<file path="config.mk">
export PLATFORM = sky130hd
export DESIGN_NAME = module_entry_ctrl_flat
export DESIGN_NICKNAME = d
export VERILOG_FILES = /design/src/rtl/module_calc_pkg.sv /design/src/rtl/module_entry_ctrl_if.sv /design/src/rtl/module_entry_ctrl_bcd_shift_reg.sv /design/src/rtl/module_entry_ctrl.sv /design/src/flat_wrapper.sv
export SDC_FILE = /design/constraint.sdc
export NUM_CORES = 1
export LEC_CHECK = 0
export CAP_MARGIN = 20
export CORE_MARGIN = 3
export CORE_UTILIZATION = 47
export CTS_CLUSTER_SIZE = 12
export DETAILED_ROUTE_END_ITERATION = 16
export GPL_TIMING_DRIVEN = 0
export PLACE_DENSITY = 0.77
export SYNTH_ARGS = -nofsm -noshare
export SYNTH_HDL_FRONTEND = slang
export SYNTH_SLANG_ARGS = --single-unit
</file>
<file path="constraint.sdc">
create_clock -name clk -period 1.3 [get_ports clk]
set_input_delay 0.13 -clock clk [delete_from_list [all_inputs] [get_ports clk]]
set_output_delay 0.13 -clock clk [all_outputs]
set_load 0.05 [all_outputs]
</file>
<file path="src/rtl/module_calc_pkg.sv">
// Shared types and constants for the calculator keypad entry controller.
package module_calc_pkg;

  typedef enum logic [2:0] {
    S_ENTRY_A = 3'd0,
    S_ENTRY_B = 3'd1,
    S_START   = 3'd2,
    S_WAIT    = 3'd3,
    S_SHOW    = 3'd4
  } entry_state_t;

  localparam logic [3:0] KEY_ENTER = 4'hA;
  localparam logic [3:0] KEY_CLEAR = 4'hC;

  localparam logic [1:0] DISP_A   = 2'd0;
  localparam logic [1:0] DISP_B   = 2'd1;
  localparam logic [1:0] DISP_RES = 2'd2;

  function automatic logic is_digit(input logic [3:0] code);
    return code <= 4'd9;
  endfunction

endpackage

</file>
<file path="src/rtl/module_entry_ctrl_if.sv">
// Keypad/arithmetic-unit side signals of the entry controller.
interface module_entry_ctrl_if #(
  parameter int NDIG = 3
);
  localparam int CNT_W = $clog2(NDIG + 1);

  logic                 key_valid;
  logic [3:0]           key_code;
  logic                 done;
  logic [4*NDIG-1:0]    op_a;
  logic [4*NDIG-1:0]    op_b;
  logic                 start;
  logic [1:0]           disp_sel;
  logic [CNT_W-1:0]     digit_cnt;
  logic                 ovf;
  logic                 err;

  modport master (
    output key_valid, key_code, done,
    input  op_a, op_b, start, disp_sel, digit_cnt, ovf, err
  );

  modport slave (
    input  key_valid, key_code, done,
    output op_a, op_b, start, disp_sel, digit_cnt, ovf, err
  );

endinterface

</file>
<file path="src/rtl/module_entry_ctrl_bcd_shift_reg.sv">
// NDIG-digit BCD operand register, shifted left one digit per accepted key.
module module_bcd_shift_reg #(
  parameter int NDIG = 3
) (
  input  logic                         clk,
  input  logic                         rst,
  input  logic                         clr,
  input  logic                         shift_en,
  input  logic [3:0]                   din,
  output logic [4*NDIG-1:0]            q,
  output logic [$clog2(NDIG+1)-1:0]    cnt,
  output logic                         full
);
  localparam int CNT_W = $clog2(NDIG + 1);

  assign full = (cnt == CNT_W'(NDIG));

  // clr together with shift_en restarts the operand with din as its first digit
  always_ff @(posedge clk or posedge rst) begin
    if (rst) begin
      q   <= '0;
      cnt <= '0;
    end else if (clr) begin
      q   <= shift_en ? {{(4*(NDIG-1)){1'b0}}, din} : '0;
      cnt <= shift_en ? CNT_W'(1) : '0;
    end else if (shift_en && !full) begin
      q   <= {q[4*NDIG-5:0], din};
      cnt <= cnt + CNT_W'(1);
    end
  end

endmodule

</file>
<file path="src/rtl/module_entry_ctrl.sv">
// Keypad entry controller: assembles two BCD operands, launches the
// arithmetic unit, waits for done with a timeout and sequences the display.
//
//   state     | meaning
//   ENTRY_A   | collecting digits of operand A
//   ENTRY_B   | collecting digits of operand B
//   START     | one-cycle launch of the arithmetic unit
//   WAIT      | waiting for done, keys ignored, timeout running
//   SHOW      | result displayed, next digit starts a new calculation
module module_entry_ctrl
  import module_calc_pkg::*;
#(
  parameter int NDIG    = 3,
  parameter int TIMEOUT = 1024
) (
  input  logic                 clk,
  input  logic                 rst,
  module_entry_ctrl_if.slave   bus
);
  localparam int CNT_W = $clog2(NDIG + 1);
  localparam int TMR_W = (TIMEOUT > 1) ? $clog2(TIMEOUT) : 1;

  entry_state_t       state, state_nxt;
  logic [TMR_W-1:0]   tmr, tmr_nxt;
  logic               err_q, err_nxt;
  logic               ovf_q, ovf_nxt;
  logic               a_clr, a_sh, b_clr, b_sh;
  logic [CNT_W-1:0]   a_cnt, b_cnt;
  logic               a_full, b_full;
  logic               key_digit, key_enter, key_clear;

  assign key_digit = bus.key_valid && is_digit(bus.key_code);
  assign key_enter = bus.key_valid && (bus.key_code == KEY_ENTER);
  assign key_clear = bus.key_valid && (bus.key_code == KEY_CLEAR);

  module_bcd_shift_reg #(.NDIG(NDIG)) u_op_a (
    .clk      (clk),
    .rst      (rst),
    .clr      (a_clr),
    .shift_en (a_sh),
    .din      (bus.key_code),
    .q        (bus.op_a),
    .cnt      (a_cnt),
    .full     (a_full)
  );

  module_bcd_shift_reg #(.NDIG(NDIG)) u_op_b (
    .clk      (clk),
    .rst      (rst),
    .clr      (b_clr),
    .shift_en (b_sh),
    .din      (bus.key_code),
    .q        (bus.op_b),
    .cnt      (b_cnt),
    .full     (b_full)
  );

  always_ff @(posedge clk or posedge rst) begin
    if (rst) begin
      state <= S_ENTRY_A;
      tmr   <= '0;
      err_q <= 1'b0;
      ovf_q <= 1'b0;
    end else begin
      state <= state_nxt;
      tmr   <= tmr_nxt;
      err_q <= err_nxt;
      ovf_q <= ovf_nxt;
    end
  end

  always_comb begin
    state_nxt = state;
    tmr_nxt   = tmr;
    err_nxt   = err_q;
    ovf_nxt   = 1'b0;
    a_clr     = 1'b0;
    a_sh      = 1'b0;
    b_clr     = 1'b0;
    b_sh      = 1'b0;
    case (state)
      S_ENTRY_A: begin
        if (key_clear) begin
          a_clr   = 1'b1;
          b_clr   = 1'b1;
          err_nxt = 1'b0;
        end else if (key_enter) begin
          state_nxt = S_ENTRY_B;
        end else if (key_digit) begin
          if (a_full) ovf_nxt = 1'b1;
          else        a_sh    = 1'b1;
        end
      end
      S_ENTRY_B: begin
        if (key_clear) begin
          a_clr     = 1'b1;
          b_clr     = 1'b1;
          err_nxt   = 1'b0;
          state_nxt = S_ENTRY_A;
        end else if (key_enter) begin
          state_nxt = S_START;
        end else if (key_digit) begin
          if (b_full) ovf_nxt = 1'b1;
          else        b_sh    = 1'b1;
        end
      end
      S_START: begin
        state_nxt = S_WAIT;
        tmr_nxt   = '0;
        err_nxt   = 1'b0;
      end
      S_WAIT: begin
        if (bus.done) begin
          state_nxt = S_SHOW;
        end else if (tmr == TMR_W'(TIMEOUT - 1)) begin
          err_nxt   = 1'b1;
          state_nxt = S_SHOW;
        end else begin
          tmr_nxt = tmr + TMR_W'(1);
        end
      end
      S_SHOW: begin
        if (key_clear) begin
          a_clr     = 1'b1;
          b_clr     = 1'b1;
          err_nxt   = 1'b0;
          state_nxt = S_ENTRY_A;
        end else if (key_digit) begin
          // new calculation: digit becomes the first digit of A
          a_clr     = 1'b1;
          a_sh      = 1'b1;
          b_clr     = 1'b1;
          state_nxt = S_ENTRY_A;
        end
      end
      default: begin
        a_clr     = 1'b1;
        b_clr     = 1'b1;
        err_nxt   = 1'b0;
        tmr_nxt   = '0;
        state_nxt = S_ENTRY_A;
      end
    endcase
  end

  // decoded from state so an async reset drops start immediately
  always_comb begin
    bus.disp_sel = DISP_A;
    case (state)
      S_ENTRY_B, S_START, S_WAIT: bus.disp_sel = DISP_B;
      S_SHOW:                     bus.disp_sel = DISP_RES;
      default:                    bus.disp_sel = DISP_A;
    endcase
  end

  assign bus.start     = (state == S_START);
  assign bus.digit_cnt = (state == S_ENTRY_A) ? a_cnt : b_cnt;
  assign bus.ovf       = ovf_q;
  assign bus.err       = err_q;

endmodule

</file>
<file path="src/flat_wrapper.sv">
// flat-port wrapper written by rule: the top's interface ports become plain ports
module module_entry_ctrl_flat import module_calc_pkg::*;
#(
  parameter int NDIG    = 3,
  parameter int TIMEOUT = 1024
)
  (clk, rst, bus_key_valid, bus_key_code, bus_done, bus_op_a, bus_op_b, bus_start, bus_disp_sel, bus_digit_cnt, bus_ovf, bus_err);
  module_entry_ctrl_if #(.NDIG(NDIG)) bus_i ();
  input  logic clk;
  input  logic rst;
  input wire logic [$bits(bus_i.key_valid)-1:0] bus_key_valid;
  input wire logic [$bits(bus_i.key_code)-1:0] bus_key_code;
  input wire logic [$bits(bus_i.done)-1:0] bus_done;
  output wire logic [$bits(bus_i.op_a)-1:0] bus_op_a;
  output wire logic [$bits(bus_i.op_b)-1:0] bus_op_b;
  output wire logic [$bits(bus_i.start)-1:0] bus_start;
  output wire logic [$bits(bus_i.disp_sel)-1:0] bus_disp_sel;
  output wire logic [$bits(bus_i.digit_cnt)-1:0] bus_digit_cnt;
  output wire logic [$bits(bus_i.ovf)-1:0] bus_ovf;
  output wire logic [$bits(bus_i.err)-1:0] bus_err;
  assign bus_i.key_valid = bus_key_valid;
  assign bus_i.key_code = bus_key_code;
  assign bus_i.done = bus_done;
  assign bus_op_a = bus_i.op_a;
  assign bus_op_b = bus_i.op_b;
  assign bus_start = bus_i.start;
  assign bus_disp_sel = bus_i.disp_sel;
  assign bus_digit_cnt = bus_i.digit_cnt;
  assign bus_ovf = bus_i.ovf;
  assign bus_err = bus_i.err;
  module_entry_ctrl #(.NDIG(NDIG), .TIMEOUT(TIMEOUT)) u_core (.clk(clk), .rst(rst), .bus(bus_i));
endmodule
</file>
==> key figures, run 1 <==
Logic synthesis
  – Syn_area_per_cell: 10.3 um^2
  – Top_reg_cell synth: dfrtp_1
  – Synth top area share: 48.6%
  – Unique cell type count in the Yosys netlist: 46
  – Net Count, Synth: 226
  – Synthesized flop and latch total: 43
  – Post-synth EDFFs: 0
  – Syn Std Cell Area: 2210 um^2
  – Most area-hungry cell type in the Yosys netlist: dfrtp_1
  – Post-synthesis sequential area ratio: 48.6%
  – Syn Inst Count: 215
  – YS warnings: 0
  – Area contributors post-synth: dfrtp_1, mux2i_1, nor2_1
  – Ys async rst share: 100%

Timing
  – Worst-margin pin slew: 904 ps
  – Min cycle time layout: 1750 ps
  – Final setup viols: 46
  – Fin worst setup slack: -451 ps
  – Max Slew Vio Count: 0
  – Final Hold Vio Count: 0
  – Hold Slack: 183 ps
  – Final Skew: 11.2 ps
  – Unrepaired setup endpoints after global routing: true
  – Crit share post-route: 135%
  – FMAX: 571 MHz
  – Worst slew margin: 39.7%

Global routing
  – Vias in the first global route: 2,020
  – Grt total ovfl: 0
  – First-pass GRT wire length: 9.78 mm
  – Initial antenna violation count: 0
  – GRT Resource Usage Total: 23.5%
  – Largest net degree at the start of global routing: 44

Floorplan
  – Die area: 5570 um^2
  – Initial core utilization: 49.8%
  – DIE WIDTH: 74.6 um
  – Core area: 4440 um^2
  – Cell Rows: 24
  – Die height: 74.6 um
  – I/O pins: 39

Detailed routing
  – Post-route ant nets: 0
  – Routed vias/inst: 5.90
  – Routed WL: 7.41 mm
  – DR DRC count: 0
  – DR pass1 iterations: 7
  – Via count: 2,161
  – Per-cell routed wire length: 20.2 um
  – DRT iter0 DRCs: 137

Pwr
  – Pwr dens: 2210 nW/um^2
  – Power share of the sequential group: 27.7%
  – Power share of the clock group: 10.7%
  – Worst VDD drop: 1.98 mV
  – NetSw: 4.08 mW
  – Gate power share: 61.6%
  – Int Pwr: 4.49 mW
  – Static leakage: 1.72 nW
  – Switching fraction of total power: 47.6%

Critical path
  – Crit start category: flop
  – Crit-path most repeated cell: buf_6
  – CP max FO: 5
  – Worst r2r src: u_core.state[0]
  – Worst EP required: 1490 ps
  – Crit end category: flop
  – Worst R2R End: u_core.u_op_a.q[5]
  – Critical path arrival: 1940 ps
  – Worst Path Class, Setup: reg2reg
  – Slowest cell on the critical path: dfrtp_2
  – Origin of the worst setup path: u_core.state[0]
  – Crit path largest cell delay: 450 ps
  – Cell Chain, Critical Path: buf_4, buf_6, nor2_4, buf_6, nand4b_4, buf_8, mux2i_1, nor2_2
  – Worst r2r path cells: 8
  – Reg2Reg Setup Slack: -450 ps
  – Worst setup path endpoint: u_core.u_op_a.q[5]

Finish
  – Layout cells sized above 1: 60.5%
  – Commonest non-fill, non-tap cell in the layout: dfrtp_1
  – # nets final: 324
  – Most frequent cells in the layout: dfrtp_1, buf_4, buf_6, nor2_4, nand2_1
  – Number of diodes: 0
  – Area growth from synthesis to layout: 74.7%
  – Final std cells w/o fill: 366

Hold path
  – Hold Crit Class: in2reg
  – Hold_sp: bus_key_valid

Run
  – Max-Cap Viols: 0

Clock tree
  – Hold buffer count at cts: 0
  – Clk root buf: clkbuf_8
  – CTS tree: yes
  – Skew-Pair Late Insertion Delay: 310 ps
  – H-tree depth: 2
  – Clock sink total: 43
  – CTS Buf Count: 5
  – Clk buf depth: 2
  – Reg clk slew, reported paths: 90 ps

Placed design
  – Dpl cells: 304
  – IO buf count: 37
  – DP HPWL: 3.49 mm
  – Global placer's final weighted congestion: 0.777

Outcome
  – Failing checks: setup timing
  – Outcome: finished, violations left
==> power groups by stage <==
stage | registers, mW | logic (mW) | clock network [mW]
5_1_grt | 2.43 | 5.53 | 0.971
3_3_place_gp | 2.22 | 3.70 | 0
2_1_floorplan | 3.35 | 1.50 | 0
4_1_cts | 2.18 | 4.18 | 0.913
6_report | 2.38 | 5.28 | 0.913
3_5_place_dp | 2.24 | 3.77 | 0
==> metrics by stage <==
stage | util [%] | setup TNS (ps) | power, mW | instance area [um^2] | setup slack [ps]
final | 87.0 | -14030 | 8.57 | 3870 | -451
after global routing | 87.0 | -16270 | 8.93 | 3870 | -530
after CTS | 73.9 | -10350 | 7.27 | 3290 | -431
after floorplan | - | -535 | 4.85 | 2300 | -104
after detailed placement | 61.5 | -23060 | 6.01 | 2730 | -768
after global placement | 61.5 | -52700 | 5.92 | 2730 | -855
==> critical path: cells and delay by family (launching register included) <==
family	cells	cell delay (ps)
AND/OR/NAND/NOR	3	370
multiplexers	1	210
flip-flops	1	450
buffers and inverters	4	610
==> synth_stat cells, types with 5 or more instances <==
library cell	number
buf_4	5
nor2_1	28
nor3_1	5
o21ai_0	13
mux2i_1	19
nand2_1	19
nand2b_1	5
inv_1	9
nand3_1	5
dfrtp_1	43
or3_1	5
a21oi_1	5
==> worst min path at each step <==
stage | cells after the start | slack (ps) | to
after floorplan | 2 | 250 | u_core.u_op_a.q[0]
after detailed placement | 3 | 470 | u_core.bus.ovf
after global placement | 3 | 460 | u_core.bus.ovf
after global routing | 3 | 210 | u_core.u_op_a.cnt[0]
final | 3 | 180 | u_core.u_op_a.cnt[0]
after CTS | 3 | 140 | u_core.u_op_a.cnt[0]
==> flip-flops by register name (all words and copies together), names as in the netlist <==
signal	count
u_core.u_op_b.q	12
u_core.state	3
u_core.bus.err	1
u_core.u_op_a.q	12
u_core.bus.ovf	1
u_core.tmr	10
u_core.u_op_b.cnt	2
u_core.u_op_a.cnt	2
==> area by class of cell <==
cell class                 count  area (um^2)
timing repair buffer          90          871
inverter                       9         33.8
multi-input combinational    155         1590
sequential                    43         1080
clock buffer                   7         86.3
clock inverter                 1         5.00
fill                         202          576
buffer                         9          135
tap                           52         65.1
==> repair_timing <==
item / 4_1_cts / 5_1_grt
endpoints found under the hold margin: 0 / 0
endpoints found under the setup margin: 72 / 57
gates resized for setup: 149 / 125
gates cloned: 0 / 5
pin swaps: 18 / 36
buffers inserted: 31 / 20
==> kinds of logic (layout without fill, tap and decap cells) <==
family	count (synthesis)	count (layout)	synth area share, %
AND/OR/NAND/NOR	87	87	20.6
flip-flops	43	43	48.6
AO/OA/AOI/OAI	37	38	12.4
multiplexers	22	22	10.1
buffers and inverters	18	116	4.63
XOR/XNOR	5	5	1.98
adder cells (fa/ha/maj)	3	3	1.70
==> metal layers <==
metal / share of wire, % / track usage [%] / up-vias
met5: 0 / 0 / -
met4: 2.5 / 9.29 / 0
met3: 4.9 / 6.14 / 17
met2: 52 / 37.5 / 88
met1: 41 / 30.7 / 1085
li1: - / - / 971
No activity file was read; power rests on OpenSTA's default activity.
==> inputs of run 2 (changes only) <==
Settings changed: HOLD_SLACK_MARGIN from default to 0.08.
==> results of run 2 <==
Final layout, timing and power as in run 1 (identical DEF).
==> inputs of run 3 (changes only) <==
Settings changed: SLEW_MARGIN from default to 0.
==> results of run 3 <==
Final layout, timing and power as in run 1 (identical DEF).
